## src/rtl/serial_conv_engine.sv

```systemverilog
// rtl/serial_conv_engine.sv - 3x3 signed MAC worker for the serial-mode stride handshake
module serial_conv_engine #(
    parameter int DATA_W = 8,
    parameter int ACC_W  = 20,
    parameter int ADDR_W = 8,
    parameter int ROW_W  = 4
) (
    input  logic                clk,
    input  logic                rst,
    input  logic                en,
    input  logic [ADDR_W-1:0]   feature_baseaddr,
    output logic                is_done,
    output logic                busy,
    output logic [ADDR_W-1:0]   f_addr,
    output logic                f_rd,
    input  logic [DATA_W-1:0]   f_rdata,
    output logic [3:0]          w_addr,
    input  logic [DATA_W-1:0]   w_rdata,
    output logic [ACC_W-1:0]    result
);

    typedef enum logic [1:0] {IDLE, FETCH, DRAIN, DONE} state_t;

    state_t              state_q, state_d;
    logic [3:0]          tap_q, tap_d;
    logic [1:0]          row_q, row_d;
    logic [1:0]          col_q, col_d;
    logic [ADDR_W-1:0]   base_q, base_d;
    logic [ADDR_W-1:0]   last_base_q, last_base_d;
    logic                last_valid_q, last_valid_d;
    logic                en_prev_q, en_prev_d;
    logic                rd_prev_q, rd_prev_d;
    logic [ACC_W-1:0]    acc_q, acc_d;
    logic [ACC_W-1:0]    result_q, result_d;
    logic                is_done_q, is_done_d;
    logic                busy_q, busy_d;
    logic                f_rd_q, f_rd_d;
    logic [ADDR_W-1:0]   f_addr_q, f_addr_d;
    logic [3:0]          w_addr_q, w_addr_d;

    logic [2*DATA_W-1:0] f_ext, w_ext, prod;
    logic [ACC_W-1:0]    prod_ext;
    logic                accept;

    // Window is two rows above and one column left of the anchor.
    function automatic logic [ADDR_W-1:0] tap_addr(input logic [ADDR_W-1:0] b,
                                                   input logic [1:0] r,
                                                   input logic [1:0] c);
        tap_addr = b + ADDR_W'(r) * ADDR_W'(ROW_W) + ADDR_W'(c)
                   - ADDR_W'(2 * ROW_W + 1);
    endfunction

    assign f_ext    = {{DATA_W{f_rdata[DATA_W-1]}}, f_rdata};
    assign w_ext    = {{DATA_W{w_rdata[DATA_W-1]}}, w_rdata};
    assign prod     = f_ext * w_ext;
    assign prod_ext = {{(ACC_W-2*DATA_W){prod[2*DATA_W-1]}}, prod};

    // A held request at the address of the last finished job must not re-run it.
    assign accept = en && (!en_prev_q || !last_valid_q || (feature_baseaddr != last_base_q));

    always_comb begin
        state_d      = state_q;
        tap_d        = tap_q;
        row_d        = row_q;
        col_d        = col_q;
        base_d       = base_q;
        last_base_d  = last_base_q;
        last_valid_d = last_valid_q;
        en_prev_d    = en;
        rd_prev_d    = f_rd_q;
        acc_d        = rd_prev_q ? acc_q + prod_ext : acc_q;
        result_d     = result_q;
        is_done_d    = 1'b0;

        case (state_q)
            IDLE: begin
                if (accept) begin
                    base_d  = feature_baseaddr;
                    acc_d   = '0;
                    tap_d   = 4'd0;
                    row_d   = 2'd0;
                    col_d   = 2'd0;
                    state_d = FETCH;
                end
            end
            FETCH: begin
                if (tap_q == 4'd8) begin
                    state_d = DRAIN;
                end else begin
                    tap_d = tap_q + 4'd1;
                    if (col_q == 2'd2) begin
                        col_d = 2'd0;
                        row_d = row_q + 2'd1;
                    end else begin
                        col_d = col_q + 2'd1;
                    end
                end
            end
            DRAIN: begin
                result_d  = acc_d;
                is_done_d = 1'b1;
                state_d   = DONE;
            end
            DONE: begin
                last_base_d  = base_q;
                last_valid_d = 1'b1;
                state_d      = IDLE;
            end
            default: state_d = IDLE;
        endcase

        // Outputs are registered from the next-state view so they line up with the state.
        busy_d   = (state_d != IDLE);
        f_rd_d   = (state_d == FETCH);
        f_addr_d = f_rd_d ? tap_addr(base_d, row_d, col_d) : '0;
        w_addr_d = f_rd_d ? tap_d : 4'd0;
    end

    always_ff @(posedge clk) begin
        if (rst) begin
            state_q      <= IDLE;
            tap_q        <= 4'd0;
            row_q        <= 2'd0;
            col_q        <= 2'd0;
            base_q       <= '0;
            last_base_q  <= '0;
            last_valid_q <= 1'b0;
            en_prev_q    <= 1'b0;
            rd_prev_q    <= 1'b0;
            acc_q        <= '0;
            result_q     <= '0;
            is_done_q    <= 1'b0;
            busy_q       <= 1'b0;
            f_rd_q       <= 1'b0;
            f_addr_q     <= '0;
            w_addr_q     <= 4'd0;
        end else begin
            state_q      <= state_d;
            tap_q        <= tap_d;
            row_q        <= row_d;
            col_q        <= col_d;
            base_q       <= base_d;
            last_base_q  <= last_base_d;
            last_valid_q <= last_valid_d;
            en_prev_q    <= en_prev_d;
            rd_prev_q    <= rd_prev_d;
            acc_q        <= acc_d;
            result_q     <= result_d;
            is_done_q    <= is_done_d;
            busy_q       <= busy_d;
            f_rd_q       <= f_rd_d;
            f_addr_q     <= f_addr_d;
            w_addr_q     <= w_addr_d;
        end
    end

    assign is_done = is_done_q;
    assign busy    = busy_q;
    assign f_rd    = f_rd_q;
    assign f_addr  = f_addr_q;
    assign w_addr  = w_addr_q;
    assign result  = result_q;

endmodule

```

## config.mk

```make
export PLATFORM = sky130hd
export DESIGN_NAME = serial_conv_engine
export DESIGN_NICKNAME = d
export VERILOG_FILES = /design/src/rtl/serial_conv_engine.sv
export SDC_FILE = /design/constraint.sdc
export NUM_CORES = 1
export LEC_CHECK = 0
export CAP_MARGIN = 20
export CORE_MARGIN = 4
export CORE_UTILIZATION = 26
export CTS_CLUSTER_SIZE = 40
export DETAILED_ROUTE_END_ITERATION = 10
export PLACE_DENSITY_LB_ADDON = 0.15
export SYNTH_ARGS = -nofsm -noshare
export SYNTH_HDL_FRONTEND = slang
export SYNTH_SLANG_ARGS = --single-unit
```

## constraint.sdc

```tcl
create_clock -name clk -period 8.02 [get_ports clk]
set_input_delay 2.406 -clock clk [delete_from_list [all_inputs] [get_ports clk]]
set_output_delay 2.406 -clock clk [all_outputs]
set_load 0.005 [all_outputs]
```

# Word-level counts from Yosys, hierarchy flattened
# Index checks and enable logic that the tools add are counted.
# word_totals
latch_bits,0
ram_bits,0
input_bits,27
memories,0
ff_bits,84
mem_bits_ro,0
out_inout_bits,35
wordCells,60
# classes
muxes,20
n_mul,1
magnitude_cmp,0
n_eq_ne,7
n_reduce_logical,8
n_addsub,7
n_bitwise,1
shifts,0
div_mod_pow,0
# op_table
operator,count
two-way mux 20 bit,3
adder 20 bit,1
multiplier 8 x 8 -> 16 bit,1
two-way mux 2 bit,8
two-way mux 8 bit,2
adder 8 x 2 -> 8 bit,1
adder 8 x 4 -> 8 bit,1
two-way mux 4 bit,2
inequality test 8 bit,1
one-hot mux 2 bit (2 select lines),2
one-hot mux 2 bit (4 select lines),1
one-hot mux 4 bit (2 select lines),1
subtractor 8 x 4 -> 8 bit (second input constant),1
== test 2 bit (second input constant),3
adder 2 x 1 -> 2 bit (second input constant),2
adder 4 x 1 -> 4 bit (second input constant),1
== test 2 x 1 -> 1 bit (second input constant),2
== test 4 bit (second input constant),1
logical NOT 1 bit,2
logical NOT 2 bit,1
logical OR 1 bit,2
nonzero test 2 bit,1
OR reduction 2 bit,1
logical AND 1 bit,1
other kinds (2),2

# Depth between registers and ports, before layout
# Gate-level depths: netlist of run 1.
# logic_depth
word_depth,9
mapped_depth,27
depth_no_buf,27

# Worst setup path after synthesis of run 1
# No wires, ideal clock.
# synth_path
path_kind,input-to-reg
from,input port w_rdata[3]
to,"register result_q[19], in the netlist result[19]"
t_arrival_ns,8.266
required_ns,7.929
n_path_buf,0
cell_stages,24
setup_time_ns,0.091
slack_ns,-0.337
path_cell_list,and2_1 > fa_1 > inv_1 > fa_1 > inv_1 > fa_1 > inv_1 > fa_1 > inv_1 > ha_1 > and2_1 > and3_1 > a221oi_2 > a21oi_1 > xnor2_2 > inv_1 > ha_1 > and2_1 > a22o_1 > or4_1 > o221ai_2 > xnor2_1 > or3_1 > a311oi_1
# synth_via
elab_chain_len,3
# synth_rtl
element,line,source
from (decl),18,"input logic [DATA_W-1:0] w_rdata,"
multiplier 8 x 8 -> 16 bit,55,assign prod = f_ext * w_ext;
adder 20 bit,71,acc_d = rd_prev_q ? acc_q + prod_ext : acc_q;
two-way mux 20 bit,71,
to (signal assigned),148,result_q <= result_d;
to (decl),34,"logic [ACC_W-1:0] result_q, result_d;"
# Every way passes these cells.
# A chain may end at the register's enable or synchronous reset.

# Final worst setup path of run 1
# layout_path
from,input port w_rdata[4]
to,"register result_q[19], in the netlist result[19]"
# Same word-level chain as after synthesis.

==> results of run 1 <==
-- flip-flops by register name (all words and copies together), names as in the netlist, 2 cells and up --
name / count
base_q: 8
last_base_q: 8
tap_q: 4
result: 20
w_addr: 4
f_addr: 8
row_q: 2
state_q: 2
acc_q: 20
col_q: 2
-- stage by stage --
stage | setup slack [ps] | setup TNS [ps] | total power [W] | util
finish | 136 | 0 | 0.00353 | 0.351
floorplan | 10.8 | 0 | 0.00198 | -
global placement | -951 | -7960 | 0.00295 | 0.332
global route | -91.3 | -91.3 | 0.00390 | 0.351
CTS | 3.52 | 0 | 0.00352 | 0.347
detailed placement | -949 | -7860 | 0.00293 | 0.332
-- final timing paths --
path	slack [ps]	cells after the start	start	to
worst max-delay path	140	27	w_rdata[4]	result[19]
worst min-delay path	470	2	last_base_q[6]	last_base_q[6]
worst max register to register	4110	15	last_base_q[7]	f_addr[7]
worst min register to register	470	2	last_base_q[6]	last_base_q[6]
-- worst max-delay path: cells and delay by family --
| family | cells | cell delay [ps] |
|---|---|---|
| buffers and inverters | 5 | 330 |
| adder cells (fa/ha/maj) | 6 | 2590 |
| XOR/XNOR | 1 | 90 |
| AND/OR/NAND/NOR | 4 | 1060 |
| AO/OA/AOI/OAI | 11 | 1640 |
-- layout by cell type, fill, tap and decap left out, types with 23 or more instances in the layout --
master           instances
a21oi_1                 35
and2_1                  46
buf_4                   89
clkdlybuf4s50_1         44
dfxtp_1                 84
fa_1                    55
ha_1                    52
inv_1                  103
mux2i_1                 23
nand2_1                 31
nor2_1                  74
xnor2_1                 33
-- final cells by class --
type | count | area [um^2] | share of cell area
inverters | 110 | 413 | 0.0466
well taps | 330 | 413 | 0.0466
multi-input cells | 539 | 4790 | 0.541
repair buffers | 147 | 1200 | 0.136
clock inverters | 6 | 119 | 0.0134
clock buffers | 10 | 239 | 0.0270
flip-flops and latches | 84 | 1680 | 0.190
-- power groups by stage --
stage	combinational, W	sequential, W	clock [W]
6_report	0.00258	0.000462	0.000496
5_1_grt	0.00290	0.000466	0.000530
4_1_cts	0.00254	0.000462	0.000515
3_5_place_dp	0.00246	0.000472	0
3_3_place_gp	0.00248	0.000472	0
2_1_floorplan	0.00151	0.000467	0
-- repair_timing --
| action | in CTS | in global routing |
|---|---|---|
| gates resized for setup | 89 | 27 |
| endpoints found under the setup margin | 8 | 8 |
| pin swaps | 15 | 23 |
| buffers inserted | 1 | 1 |
-- layer usage --
layer / GRT usage / routed length [um] / part of all wire
met1: 0.160 / 7770 / 0.50
met3: 0.0210 / 374 / 0.024
met4: 0.0212 / 131 / 0.0085
met5: 0 / 0 / 0
met2: 0.175 / 7180 / 0.46
-- cells by family (layout without fill, tap and decap cells) --
group | after synthesis | count (layout) | share of synthesized area
AOI/OAI and AO/OA | 118 | 118 | 0.118
xor gates and xnor gates | 45 | 45 | 0.0600
adders and majority gates | 119 | 119 | 0.286
buffers and inverters | 130 | 273 | 0.0730
DFF | 84 | 84 | 0.251
muxes | 25 | 25 | 0.0377
and+or+nand+nor | 232 | 232 | 0.174
==> run metrics, run 1 <==
grt ovf=0; Buffers on Ports=61; CTS Buf Count=9; via count=5,300; Comb power frac=0.729; synthesized flop and latch total=84; Detailed Routing Iterations Pass 1=4; CP Data Required Time=8280 ps; # diodes=0; asr flop ratio synth=0; crit path capture type=flop; Filler cells=approximately 2,700; Setup CP Type=input pin to flop; Seq/Total Area, Yosys=0.251; CTS hold repair buffers=0; RSZ-0062 raised after global routing=true; number of standard cells in the layout, taps in and fillers out=1,226; nets=just over 1,000; initial antenna violation count=0; pin count of the biggest net entering global routing=54; CTS tree=done; Clk pwr share=0.140; first-pass GRT wire length=26,100 um; Worst-path clk slew=roughly 60 ps; Slew Limit Headroom=0.328; row cnt=58; Critical Path Max Stage Delay=520 ps; top cell type's share of synthesized area=0.251; Min Hold Slack=roughly 470 ps; Synth Cell Area=6700 um^2; Slew @ Worst Pin=1010 ps; most common cell in the netlist=inv_1; CTS H-tree depth=3; status=complete, no violations; clock skew=8.73 ps; PD cells=between 300 and 400 nW/um^2; Post-DP HPWL=12,300 um; WP data arrival=a little over 8000 ps; Die Y-Extent=169 um; max-slew violations=0; initial detailed-routing violation count=148; share of layout cells above drive strength 1=0.196; Worst setup SP type=input pin; endpoints failing setup=0; Peak VDD IR=0.000178 V; Syn Inst Count=around 750; aggregate global-route resource usage=0.111; synth cell count leaders=inv_1, dfxtp_1, nor2_1, ha_1, fa_1; Cell Area, Placed=8380 um^2; highest clock rate=approximately 130 MHz; area grow syn2layout=32.3%; Residual DRC=0; Fin. Hold Viols=0; Wirelength per Cell=about 13 um; clock sink count=84; Starting Density=0.265; Hold/Removal Path Class=flop to flop; vias in the first global route=5,302; final instance area=around 8900 um^2; Syn Nets=899; Crit Path Max Fanout=8; Netlist cell types=57; Top cell by count, worst path=fa_1; die extent in x=169 um; gpl congestion=0.768; Leak=3.93 nW; die area=28,400 um^2; CP max-delay cell=fa_1; sw frac=0.385; MaxCap Viol Count=0; Detail Route Antenna Nets=0; I/O pins=62; Core Region=25,300 um^2; EDFF count, synth=0; vias per cell=4.32; NetSw=0.00136 W; Final min period=just under 8000 ps; largest area contributor in the netlist=dfxtp_1; internal power=0.00217 W; total wire length=between 15,000 and 20,000 um; synth top area cells=dfxtp_1, fa_1, ha_1, inv_1, and2_1; top_reg_cell synth=dfxtp_1; CTS root buf=clkbuf_16; Flop pwr share=0.131; Mapped Avg Cell Area=8.90 um^2; CTS Buffer Depth=2; clk_lat worst skew=340 ps; fin crit share=0.983; Inst Count DP=1,208; Syn. warnings=0
Power figures use the tool's default switching activity.
==> run 2: changes to the inputs <==
--- a/config.mk
+++ b/config.mk
@@ -11,6 +11,8 @@
 export CTS_CLUSTER_SIZE = 40
 export DETAILED_ROUTE_END_ITERATION = 10
 export PLACE_DENSITY_LB_ADDON = 0.15
+export SKIP_CTS_REPAIR_TIMING = 1
+export SKIP_LAST_GASP = 1
 export SYNTH_ARGS = -nofsm -noshare
 export SYNTH_HDL_FRONTEND = slang
 export SYNTH_SLANG_ARGS = --single-unit
==> run metrics, run 2 (synthesized netlist as in run 1, its figures left out) <==
status=complete, no violations; fin crit share=0.988; area grow syn2layout=34.0%; crit path capture type=flop; setup total negative slack=0 ps; clk_lat worst skew=340 ps; Slew Limit Headroom=0.325; highest clock rate=126 MHz; FF-to-FF Start=last_base_q[7]; MaxCap Viol Count=0; Hold/Removal Path Class=flop to flop; pre-CTS WS=-949 ps; Worst Hold Launch=last_base_q[0]; pin count of the biggest net entering global routing=54; max-slew violations=0; share of layout cells above drive strength 1=0.216; via count=5,304; Peak VDD IR=0.000186 V; CTS H-tree depth=3; initial detailed-routing violation count=roughly 160; aggregate global-route resource usage=0.110; Setup CP Type=input pin to flop; vias per cell=around 4.3; total wire length=15,400 um; most common cell after layout, fill and taps aside=inv_1; endpoints failing setup=0; Core Region=25,300 um^2; Starting Density=0.265; Residual DRC=0; vias in the first global route=5,246; Wirelength per Cell=12.5 um; CTS root buf=clkbuf_16; Worst setup SP type=input pin; clock sink count=84; clock skew=9.03 ps; Worst-path clk slew=60 ps; RSZ-0062 raised after global routing=true; CP Data Required Time=between 8000 and 9000 ps; PD cells=397 nW/um^2; Leak=4.00 nW; commonest cells after routing, fill and taps aside=inv_1, buf_4, dfxtp_1, nor2_1, fa_1; CTS Buf Count=9; gpl congestion=just under 0.8; Buffers on Ports=61; CTS tree=done; Fin. Hold Viols=0; WP data arrival=8180 ps; Slew @ Worst Pin=1010 ps; initial antenna violation count=0; die extent in x=169 um; grt ovf=0; Die Y-Extent=169 um; nets=1,041; I/O pins=62; die area=28,400 um^2; Final min period=7920 ps; worst setup path startpoint=w_rdata[7]; Crit Path Max Fanout=6; # diodes=0; CTS Buffer Depth=2; first-pass GRT wire length=25,800 um; Detail Route Antenna Nets=0; Final Util=0.355; final worst slack=97.0 ps; Detailed Routing Iterations Pass 1=4; Post-DP HPWL=around 12,000 um; row cnt=58
==> run 2: worst paths after layout <==
| kind | end | slack [ps] | cells past startpoint |
|---|---|---|---|
| max | result[19] | 100 | 27 |
| min | last_base_q[0] | 470 | 2 |
| max reg2reg | f_addr[7] | 4120 | 18 |
| min reg2reg | last_base_q[0] | 470 | 2 |
==> run 2: cell type report <==
cell class / count / area (um^2)
fillers: 2661 / 16300
multi-input cells: 539 / 4820
flip-flops and latches: 84 / 1680
repair buffers: 151 / 1290
inverters: 110 / 413
well taps: 330 / 413
clock buffers: 10 / 239
clock inverters: 6 / 119
==> run 2: power by group <==
part / internal, W / switching (W)
registers: 0.000445 / 0.0000176
logic: 0.00146 / 0.00115
clock network: 0.000317 / 0.000179
total: 0.00222 / 0.00135
==> run 2: metal layers <==
metal / GRT usage / up-vias / part of all wire
met5: 0 / - / 0
met4: 0.0212 / 0 / 0.0086
met3: 0.0210 / 9 / 0.023
met2: 0.172 / 48 / 0.47
met1: 0.160 / 2498 / 0.50
li1: - / 2749 / -
==> run 2: critical path: stages <==
cell and delay, ps:
buf_6 110, buf_4 130, nor2b_2 160, fa_1 530, inv_1 60, fa_1 500
inv_1 50, fa_1 470, inv_1 50, fa_1 490, inv_2 50, ha_4 220
and2_4 150, and3_4 150, a221oi_4 310, a21oi_2 110, xnor2_2 230, inv_2 100
buf_4 140, buf_4 120, buf_4 130, ha_2 170, or4_4 510, o221ai_2 180
xnor2_1 90, or3_1 340, a311oi_2 260
==> run 2: metrics by stage <==
stage | cell area [um^2] | cells | hold slack (ps) | total power, W
2_1_floorplan | 6800 | 753 | 436 | 0.00198
3_3_place_gp | 8380 | 1208 | 458 | 0.00295
3_5_place_dp | 8380 | 1208 | 464 | 0.00293
4_1_cts | 8740 | 1224 | 472 | 0.00345
5_1_grt | 8970 | 1230 | 498 | 0.00394
6_report | 8970 | 1230 | 469 | 0.00357
